`src/rtl/alu_pkg.sv`:
```
// rtl/alu_pkg.sv - shared opcode and operand-stage state enums for the ALU and its operand stage
package alu_pkg;

    typedef enum logic [1:0] {
        OP_AND = 2'b00,
        OP_OR  = 2'b01,
        OP_XOR = 2'b10,
        OP_ADD = 2'b11
    } op_t;

    typedef enum logic [1:0] {
        GET_A  = 2'b00,
        GET_B  = 2'b01,
        GET_OP = 2'b10,
        ISSUE  = 2'b11
    } state_t;

endpackage

```
`src/rtl/alu_operand_stage.sv`:
```
// rtl/alu_operand_stage.sv - collects A/B/opcode beats, issues them to the ALU and captures the result; optional ALU_OPERAND_STAGE_CHAIN_EN
module alu_operand_stage
    import alu_pkg::*;
#(
    parameter int W = 4
) (
    input  logic         clk,
    input  logic         rst_n,
    input  logic         in_valid,
    input  logic [W-1:0] in_data,
    output logic         in_ready,
    output logic [W-1:0] alu_a,
    output logic [W-1:0] alu_b,
    output logic [1:0]   alu_op,
    input  logic [W-1:0] alu_ans,
    output logic [W-1:0] res,
    output logic         res_valid
`ifdef ALU_OPERAND_STAGE_CHAIN_EN
    ,
    input  logic         chain
`endif
);

    state_t state;
    state_t state_nx;
    logic   accept;
    logic   chain_load;

    // Chaining reuses the previous result as operand A without taking a beat.
`ifdef ALU_OPERAND_STAGE_CHAIN_EN
    assign chain_load = (state == GET_A) && chain;
`else
    assign chain_load = 1'b0;
`endif

    assign accept = in_valid && in_ready;

    always_ff @(posedge clk) begin
        if (!rst_n) begin
            state <= GET_A;
        end else begin
            state <= state_nx;
        end
    end

    always_comb begin
        state_nx = state;
        case (state)
            GET_A:   if (chain_load || accept) state_nx = GET_B;
            GET_B:   if (accept) state_nx = GET_OP;
            GET_OP:  if (accept) state_nx = ISSUE;
            ISSUE:   state_nx = GET_A;
            default: state_nx = GET_A;
        endcase
    end

    always_comb begin
        in_ready = 1'b0;
        case (state)
            GET_A:   in_ready = !chain_load;
            GET_B:   in_ready = 1'b1;
            GET_OP:  in_ready = 1'b1;
            ISSUE:   in_ready = 1'b0;
            default: in_ready = 1'b0;
        endcase
    end

    always_ff @(posedge clk) begin
        if (!rst_n) begin
            alu_a     <= '0;
            alu_b     <= '0;
            alu_op    <= 2'b00;
            res       <= '0;
            res_valid <= 1'b0;
        end else begin
            res_valid <= 1'b0;
            case (state)
                GET_A: begin
                    if (chain_load) begin
                        alu_a <= res;
                    end else if (accept) begin
                        alu_a <= in_data;
                    end
                end
                GET_B: begin
                    if (accept) alu_b <= in_data;
                end
                GET_OP: begin
                    if (accept) alu_op <= in_data[1:0];
                end
                ISSUE: begin
                    res       <= alu_ans;
                    res_valid <= 1'b1;
                end
                default: ;
            endcase
        end
    end

endmodule

```
`config.mk`:
```
export PLATFORM = sky130hd
export DESIGN_NAME = alu_operand_stage
export DESIGN_NICKNAME = d
export VERILOG_FILES = /design/src/rtl/alu_pkg.sv /design/src/rtl/alu_operand_stage.sv
export SDC_FILE = /design/constraint.sdc
export NUM_CORES = 1
export LEC_CHECK = 0
export ABC_AREA = 1
export ABC_CLOCK_PERIOD_IN_PS = 2100
export CORE_AREA = 2 2 39 41
export DETAILED_ROUTE_END_ITERATION = 6
export DIE_AREA = 0 0 41 43
export DONT_BUFFER_PORTS = 1
export PLACE_DENSITY_LB_ADDON = 0.15
export SLEW_MARGIN = 30
export SYNTH_ARGS = -nofsm -noshare
export SYNTH_HDL_FRONTEND = slang
export SYNTH_SLANG_ARGS = --single-unit
```
`constraint.sdc`:
```
create_clock -name clk -period 2.1 [get_ports clk]
set_clock_uncertainty 0.2 [all_clocks]
set_input_delay 0.21 -clock clk [delete_from_list [all_inputs] [get_ports clk]]
set_output_delay 0.21 -clock clk [all_outputs]
set_load 0.05 [all_outputs]
```
# Word level (Yosys, flattened, before mapping)
# Cells that the tools add are included.
[classes]
addsub = 0
mul = 0
div_mod_pow = 0
n_lt_le_gt_ge = 0
n_eq_ne = 6
shift = 0
mux = 6
bitwise_logic = 0
reduce_logical = 7
[ops]
columns = ["cell", "count"]
rows = [
  ["$pmux W2 S4", 1],
  ["$mux W2", 3],
  ["$ne A2 B2 Y1 const B", 3],
  ["$reduce_and A2 Y1", 3],
  ["$eq A2 B2 Y1 const B", 2],
  ["$reduce_and A3 Y1", 1],
  ["$reduce_or A3 Y1", 1],
  ["$eq A2 B1 Y1 const B", 1],
  ["$logic_not A2 Y1", 1],
  ["$pmux W1 S2", 1],
  ["$logic_and A1 B1 Y1", 1],
  ["$mux W1", 1],
]
[totals]
register_bits = 17
latchBits = 0
ramBits = 0
mem_bits_ro = 0
inputBits = 11
word_cells = 25
memories = 0

# Depth between registers and ports, before layout
# Gate-level depths: netlist of run 1.
[logic_depth]
depth_word = 6
depth_mapped = 7
ltp_nobuf = 7

# Worst setup path after synthesis of run 1
# Ideal clock, no wire load.
[synth_path]
kind = "register to register"
start = "register state[0]"
end = "register state[0]"
arrival_ps = 1190
required_ps = 1785
path_slack_ps = 595
path_stages_with_launch = 6
n_path_buf = 0
synth_period_minus_slack_ps = 1505
cell_sequence = "dfxtp_1 ha_1 inv_2 nand2_1 a21oi_1 nor2_1"
[synth_between]
elab_chain_cells = 6
word_cells_on_any_way = 12
cone_classes = "eq/ne (6); mux (2); reduce/logical (4)"
[synth_lines]
columns = ["element", "line_no", "rtl"]
rows = [
  ["start: declaration", "alu_operand_stage.sv:24", "state_t state;"],
  ["start signal: assignment", "alu_operand_stage.sv:42", "state <= state_nx;"],
  ["$eq A2 B2 Y1, or another cell as far along", "alu_operand_stage.sv:59", "case (state)"],
  ["$reduce_or A3 Y1 (no source line)", "n/a", ""],
  ["$pmux W1 S2 (*)", "alu_operand_stage.sv:59", ""],
  ["named net in_ready", "alu_operand_stage.sv:11", "output logic in_ready,"],
  ["$logic_and A1 B1 Y1 (*)", "alu_operand_stage.sv:36", "assign accept = in_valid && in_ready;"],
  ["$ne A2 B2 Y1 (no source line)", "n/a", ""],
  ["$reduce_and A3 Y1 (no source line) (*)", "n/a", ""],
]
# The timed path passes the listed nets; every way through them passes the cells marked *.
# A chain may end at the register's enable or synchronous reset.

# Final worst setup path of run 1
[layout_path]
start = "register state[0]"
end = "register state[1]"
# Same word-level chain as after synthesis.

==> results.yml, run 1 <==
power_and_ir_drop:
  p_int_uw: 587.9
  p_leak_uw: 0.0003495
  power_frac_comb_pct: 31.6
  powerDensity_nw_per_um2: 1345
  power_switching_uw: 532.6
  ir_drop_uv: 720.5
  power.share.clock_pct: 15.3
  seqPwrFrac_pct: 53.2
  sw_frac_of_total_pct: 47.53
critical_path:
  crit_path_top_delay_cell: "dfxtp_1"
  critical_path.reg2reg.startpoint: "state[0]$_SDFFE_PN0P_"
  worst-endpoint-arrival_ps: 1600
  start_kind: "flop"
  critical_path.max_fanout: 7
  r2r_setup_slack_ps: 480
  cpPeakStageDelay_ps: 340
  crit_chain: "ha_1 > inv_2 > nand2_1 > a21oi_1 > nor2_1"
  critical_path_required_ps: 2080
  critPathKind: "flop to flop"
  crit-reg2reg-capture: "state[1]$_SDFFE_PN0P_"
  worst-r2r-cell-count: 5
  worst_setup_path_end_kind: "flop"
cts:
  clock_tree_from_tritoncts: "yes"
  post_cts_buffers: 0
  cts_root_buf: "clkbuf_4"
  number_of_clock_sinks: 17
  clock_insertion_delay_worst_skew_ps: 280
  cts_made_buffers: 3
  h-tree-depth: 1
  clkTransAtPathRegs_ps: 100
  max_clock_buf_depth: 2
  cts_resized: 0
  cts_hold_buf: 9
synth:
  most_instantiated_library_cell_after_synthesis: "nand2_1"
  synth_nets: 105
  synth-seq-cells: 17
  synth-edff-count: 0
  area_share_of_xor_xnor_cells_in_the_synthesized_design_pct: 0
  yosys_most_used_dff: "dfxtp_1"
  yosys_warnings: 0
  synth_largest_area_cell: "dfxtp_1"
  synth-compound-area-share_pct: 11.33
  synth_simple_gate_area_share_pct: 26.37
  postSynthCellCount: 89
  yosys-top-cells-count: "nand2_1 (18), dfxtp_1 (17), a21oi_1 (12), nand3_1 (12), nor2_1 (11)"
  post_synth_num_cell_types: 13
  syn_area_per_cell_sq_um: 7.943
  netlist_area_pre_place_sq_um: 706.9
  synthArstFlopShare_pct: 0
  yosys.area_share.adder_pct: 8.850
  synth_area_leaders: "dfxtp_1 (48%), nand2_1 (9.6%), ha_1 (8.8%)"
  synth_top_area_share_pct: 48.14
  seq_area_frac_synth_pct: 48.14
  post_synth_mux_area_share_pct: 0
  synth_top_family_by_area: "simple AND/OR/NAND/NOR gates"
placed_design:
  dp_wirelength_um: 980.5
  gpl.final_weighted_congestion: 0.6715
  numPortBuffers: 0
route:
  dr.first_iter.drc_count: 4
  drtPass1Iterations: 3
  post_drt_wl_per_cell_um: 12.15
  antenna_left: 0
  vias_per_cell: 5.085
  drt_drc_violations_left: 0
  vias: 595
  totalWireLength_mm: 1.422
sta:
  final_min_period_over_clock_period_pct: 77.04
  period_minus_slack_ps: 1618
  grt_setup_unrepaired: "no"
  totalNegativeSetupSlack_ps: 0
  final-hold-violation-count: 0
  worst-slew-pin-transition_ps: 526.3
  fmax_mhz: 618.1
  setup_violations: 0
  final_max_slew_violation_count: 0
  relSlewSlack_pct: 64.86
grt:
  first_global_vias: 518
  grt_antenna_before_repair: 0
  maximum_number_of_pins_on_one_net_before_global_route_repair: 14
  global_route_wire_length_before_repair_mm: 2.166
  overflow: 0
  grt_use_total_pct: 17.95
layout:
  layout-drive-gt1-share_pct: 6.931
  post-route-util_pct: 60.22
  design.final.nets: 118
  syn_to_final_growth_pct: 17.88
  number_of_diodes_added_for_antenna_fixing: 0
worst_hold_path:
  holdCritStartpoint: "in_valid"
  worst_hold_path.endpoint: "state[0]$_SDFFE_PN0P_"
  worst_hold_path.num_cells: 3
  hold_path_class: "input pin to flop"
floorplanning:
  dieHeight_um: 43
  rows: 14
  placeableCoreArea_sq_um: 1384
  fp.dieW_um: 41
  fp.dieArea_sq_um: 1763
  initial_core_util_pct: 51.08
  io_pins: 27
status:
  status: "finished, final reports clean"
flow_run:
  cap_violations: 0
[worst max-delay path by stage]
stage / start / end / depth (start not counted) / slack, ps
2_1_floorplan: state[0]$_SDFFE_PN0P_ / state[0]$_SDFFE_PN0P_ / 5 / 600
3_3_place_gp: state[0]$_SDFFE_PN0P_ / state[1]$_SDFFE_PN0P_ / 5 / 540
3_5_place_dp: state[0]$_SDFFE_PN0P_ / state[1]$_SDFFE_PN0P_ / 5 / 490
4_1_cts: state[0]$_SDFFE_PN0P_ / state[1]$_SDFFE_PN0P_ / 5 / 480
5_1_grt: state[0]$_SDFFE_PN0P_ / state[1]$_SDFFE_PN0P_ / 5 / 360
6_report: state[0]$_SDFFE_PN0P_ / state[1]$_SDFFE_PN0P_ / 5 / 480
[power by group through the flow]
stage	Clock, uW	Sequential [uW]	Combinational [uW]
after detailed placement	0	604	333
after floorplan	0	594	284
after global routing	189	606	402
final	171	596	354
after CTS	176	595	353
after global placement	0	602	325
[cell type report]
class                      count  area, sq um
fill                         132        550.5
clock buffer                   3        22.52
sequential                    17        340.3
tap                           16        20.02
multi-input combinational     64        329.1
clock inverter                 1        5.005
timing repair buffer           9        90.09
inverter                       7        26.28
[worst max-delay path, delay by kind of cell, from the launching register on]
family	cells	cell delay, ps
flip-flops	1	340
adder cells (fa/ha/maj)	1	290
buffers and inverters	1	280
AND/OR/NAND/NOR	2	230
AO/OA/AOI/OAI	1	180
[per-stage QoR]
step / total power (uW) / hold slack (ps) / std cells / worst slack (ps) / area, sq um
after floorplan: 877.9 / 107.6 / 89 / 595.1 / 706.9
after global routing: 1197 / 51.62 / 117 / 357.2 / 833.3
final: 1121 / 26.99 / 117 / 482.2 / 833.3
after global placement: 927.1 / 123.9 / 104 / 538.7 / 715.7
after CTS: 1125 / 27.65 / 117 / 475.5 / 833.3
after detailed placement: 936.9 / 115.2 / 104 / 489.0 / 715.7
[sequential cells by signal, indices dropped and copies added, names as in the netlist]
name and count:
state 2, alu_op 2, res 4, alu_a 4
res_valid 1, alu_b 4
[per-layer routing]
layer | wire [um] | part of all wire, % | up-vias | GRT usage, %
met5 | 0 | 0 | - | 0
met4 | 19 | 1.3 | 0 | 8.000
met3 | 92 | 6.5 | 2 | 4.188
met2 | 664 | 47 | 18 | 26.25
met1 | 645 | 45 | 256 | 24.25
li1 | - | - | 319 | -
[cell families after synthesis]
group           after synthesis
compound gates               16
fa+ha+maj                     5
flops                        17
buf+inv                       8
simple gates                 43
[layout by cell type, fill, tap and decap left out]
cell,synthesis,routed
a21oi_1,12,12
clkbuf_4,0,3
clkinv_1,1,1
clkinv_2,0,1
dfxtp_1,17,17
dlygate4sd3_1,0,9
ha_1,5,5
inv_1,5,5
inv_2,1,1
nand2_1,18,18
nand3_1,12,12
nor2_1,11,11
nor2_4,1,1
o21ai_0,4,4
or2_2,1,1
Note: power is estimated with default switching activity, not from simulation.
==> inputs of run 2 (changes only) <==
--- a/config.mk
+++ b/config.mk
@@ -6,10 +6,9 @@
 export NUM_CORES = 1
 export LEC_CHECK = 0
 export ABC_AREA = 1
-export ABC_CLOCK_PERIOD_IN_PS = 2100
-export CORE_AREA = 2 2 39 41
+export ABC_CLOCK_PERIOD_IN_PS = 1400
+export CORE_UTILIZATION = 52
 export DETAILED_ROUTE_END_ITERATION = 6
-export DIE_AREA = 0 0 41 43
 export DONT_BUFFER_PORTS = 1
 export PLACE_DENSITY_LB_ADDON = 0.15
 export SLEW_MARGIN = 30
==> constraint.sdc (replaced) <==
create_clock -name clk -period 1.4 [get_ports clk]
set_clock_uncertainty 0.2 [all_clocks]
set_input_delay 0.14 -clock clk [delete_from_list [all_inputs] [get_ports clk]]
set_output_delay 0.14 -clock clk [all_outputs]
set_load 0.05 [all_outputs]
==> results.yml, run 2 <==
status:
  status: "did not finish"
  last-stage-reached: "global routing"
  error: "[ERROR DPL-0033] detailed placement checks failed during check placement."
synth:
  synth_top_area_share_pct: 48.14
  syn_area_per_cell_sq_um: 7.943
  seq_area_frac_synth_pct: 48.14
  postSynthCellCount: 89
  netlist_area_pre_place_sq_um: 706.9
  most_instantiated_library_cell_after_synthesis: "nand2_1"
  yosys_most_used_dff: "dfxtp_1"
  synth_area_leaders: "dfxtp_1 (48%), nand2_1 (9.6%), ha_1 (8.8%)"
  synth-edff-count: 0
  synth-seq-cells: 17
  post_synth_num_cell_types: 13
  yosys_warnings: 0
  synth_nets: 105
  synth_largest_area_cell: "dfxtp_1"
  yosys-top-cells-count: "nand2_1 (18), dfxtp_1 (17), a21oi_1 (12), nand3_1 (12), nor2_1 (11)"
  synthArstFlopShare_pct: 0
placed_design:
  gpl.final_weighted_congestion: 0.7393
  numPortBuffers: 0
  dp_wirelength_mm: 1.085
cts:
  number_of_clock_sinks: 17
  cts_made_buffers: 3
  h-tree-depth: 1
  cts_root_buf: "clkbuf_4"
  max_clock_buf_depth: 2
grt:
  maximum_number_of_pins_on_one_net_before_global_route_repair: 11
  grt_antenna_before_repair: 0
floorplanning:
  initial_core_util_pct: 59.60
  dieHeight_um: 38.87
  io_pins: 27
  rows: 12
  fp.dieW_um: 38.87
sta:
  worst_path_end_type: "register data pin"
  crit_endpoint: "alu_b[1]$_SDFFE_PN0P_/D"
## run 2: cell counts after synthesis
Identical to the previous run, type by type.
## run 2: through the flow
stage	cells	cell area, sq um	worst slack [ps]
after floorplan	89	711.9	9.378
after global placement	123	875.8	8.543
after detailed placement	123	875.8	-66.87
after CTS	139	1046	15.50
## run 2: cell families after synthesis
| group | Yosys count | share of synthesized area [%] |
|---|---|---|
| AO/OA/AOI/OAI | 16 | 11.33 |
| adder cells (fa/ha/maj) | 5 | 8.850 |
| buffers and inverters | 8 | 5.309 |
| flip-flops | 17 | 48.14 |
| AND/OR/NAND/NOR | 43 | 26.37 |
## run 2: repair_timing
| item | 4_1_cts |
|---|---|
| endpoints found under the hold margin | 17 |
| hold buffers | 10 |
| setup buffers | 2 |
| resized for setup | 10 |
| setup endpoints to repair | 4 |
==> inputs of run 3 (changes only) <==
--- a/config.mk
+++ b/config.mk
@@ -6,9 +6,10 @@
 export NUM_CORES = 1
 export LEC_CHECK = 0
 export ABC_AREA = 1
-export ABC_CLOCK_PERIOD_IN_PS = 1400
-export CORE_UTILIZATION = 52
+export ABC_CLOCK_PERIOD_IN_PS = 1820
+export CORE_AREA = 2 2 63 65
 export DETAILED_ROUTE_END_ITERATION = 6
+export DIE_AREA = 0 0 65 67
 export DONT_BUFFER_PORTS = 1
 export PLACE_DENSITY_LB_ADDON = 0.15
 export SLEW_MARGIN = 30
==> constraint.sdc (replaced) <==
create_clock -name clk -period 1.82 [get_ports clk]
set_clock_uncertainty 0.2 [all_clocks]
set_input_delay 0.182 -clock clk [delete_from_list [all_inputs] [get_ports clk]]
set_output_delay 0.182 -clock clk [all_outputs]
set_load 0.05 [all_outputs]
==> results.yml, run 3 (synthesis results as in run 1) <==
status:
  status: "finished, final reports clean"
layout:
  design.final.nets: 123
  layout_common_cells: "nand2_1 (18), dfxtp_1 (17), nand3_1 (12), a21oi_1 (12), nor2_1 (11)"
  finish.instance_area_sq_um: 929.6
  layout-drive-gt1-share_pct: 11.32
  number_of_diodes_added_for_antenna_fixing: 0
  post-route-util_pct: 25.78
  syn_to_final_growth_pct: 31.50
  layout.cells.most_common: "nand2_1"
  top_regs: "alu_a x4, alu_b x4, res x4"
placed_design:
  gpl.final_weighted_congestion: 0.6916
  instance_area_at_placement_sq_um: 793.3
  numPortBuffers: 0
  dp_wirelength_mm: 1.230
route:
  drtPass1Iterations: 4
  antenna_left: 0
  vias_per_cell: 4.078
  vias: 628
  post_drt_wl_per_cell_um: 10.79
  drt_drc_violations_left: 0
  totalWireLength_mm: 1.661
  dr.first_iter.drc_count: 15
cts:
  number_of_clock_sinks: 17
  clock_tree_from_tritoncts: "yes"
  max_clock_buf_depth: 2
  clock_insertion_delay_worst_skew_ps: 250
  cts_resized: 0
  cts_made_buffers: 3
  h-tree-depth: 1
  cts_root_buf: "clkbuf_8"
  clkTransAtPathRegs_ps: 70
sta:
  grt_setup_unrepaired: "no"
  fin_worst_hold_slack_ps: 58.25
  relSlewSlack_pct: 64.66
  totalNegativeSetupSlack_ps: 0
  final_max_slew_violation_count: 0
  final_min_period_over_clock_period_pct: 87.38
  final-hold-violation-count: 0
  period_minus_slack_ps: 1590
  setup_violations: 0
  fmax_mhz: 628.8
  worst-slew-pin-transition_ps: 529.3
grt:
  grt_use_total_pct: 8.542
  maximum_number_of_pins_on_one_net_before_global_route_repair: 14
  global_route_wire_length_before_repair_mm: 2.766
  overflow: 0
  first_global_vias: 617
  grt_antenna_before_repair: 0
critical_path:
  critical_path_required_ps: 1440
  critical_path.max_fanout: 7
  crit_chain: "ha_1 > inv_2 > buf_4"
  cpPeakStageDelay_ps: 360
  critPathBufInv: 2
  crit_path_top_delay_cell: "dfxtp_1"
  critPathKind: "flop to output port"
  worst_setup_path_end_kind: "output port"
  start_kind: "flop"
  worst-endpoint-arrival_ps: 1210
  worst_path_dominant_cell_family: "flip-flops"
power_and_ir_drop:
  powerDensity_nw_per_um2: 1509
  ir_drop_uv: 255.3
  p_leak_uw: 0.0003831
floorplanning:
  fp.dieArea_sq_um: 4355
  io_pins: 27
  fp.dieW_um: 65
  placeableCoreArea_sq_um: 3606
  dieHeight_um: 67
  initial_core_util_pct: 19.60
  rows: 22
worst_hold_path:
  hold_path_class: "input pin to flop"
flow_run:
  cap_violations: 0
run 3: path summary, 6_finish.rpt:
path	from	to	slack, ps	cells after the start
setup / recovery	state[0]$_SDFFE_PN0P_	in_ready	230	3
hold / removal	in_valid	alu_b[0]$_SDFFE_PN0P_	60	4
setup reg to reg	state[0]$_SDFFE_PN0P_	alu_a[1]$_SDFFE_PN0P_	280	5
hold reg to reg	alu_b[0]$_SDFFE_PN0P_	alu_b[0]$_SDFFE_PN0P_	280	2
run 3: worst min-delay path, delay by kind of cell:
kind                   cells  cell delay, ps
AO/OA/AOI/OAI              1              60
buffers and inverters      1              70
AND/OR/NAND/NOR            2             140
run 3: final cells by class:
class	instances	area, sq um
well taps	48	60.06
repair buffers	14	127.6
clock inverters	1	5.005
clock buffers	3	41.29
multi-input cells	64	329.1
inverters	7	26.28
flip-flops and latches	17	340.3
fillers	401	2676
run 3: power breakdown:
part,switching (uW),total (uW),internal (uW)
clock,125,277,152
combinational,319,492,173
sequential,184,634,450
total,628,1400,774
run 3: timing repair:
item                                   4_1_cts  5_1_grt
buffers inserted                             0        0
hold buffers                                 9        0
endpoints found under the hold margin       17        0
run 3: metrics by stage:
step,setup WS [ps],cells,total power (uW)
final,229.6,154,1402
after global routing,130.5,154,1517
after CTS,204.3,154,1429
after detailed placement,264.5,141,1120
after global placement,296.7,141,1111
after floorplan,315.1,89,1013
run 3: metal layers:
layer,wire length (um),up-vias,global-route usage [%]
met2,818,14,14.56
met5,0,-,0
met3,81,4,2.196
met1,718,287,9.063
li1,-,323,-
met4,42,0,6.383
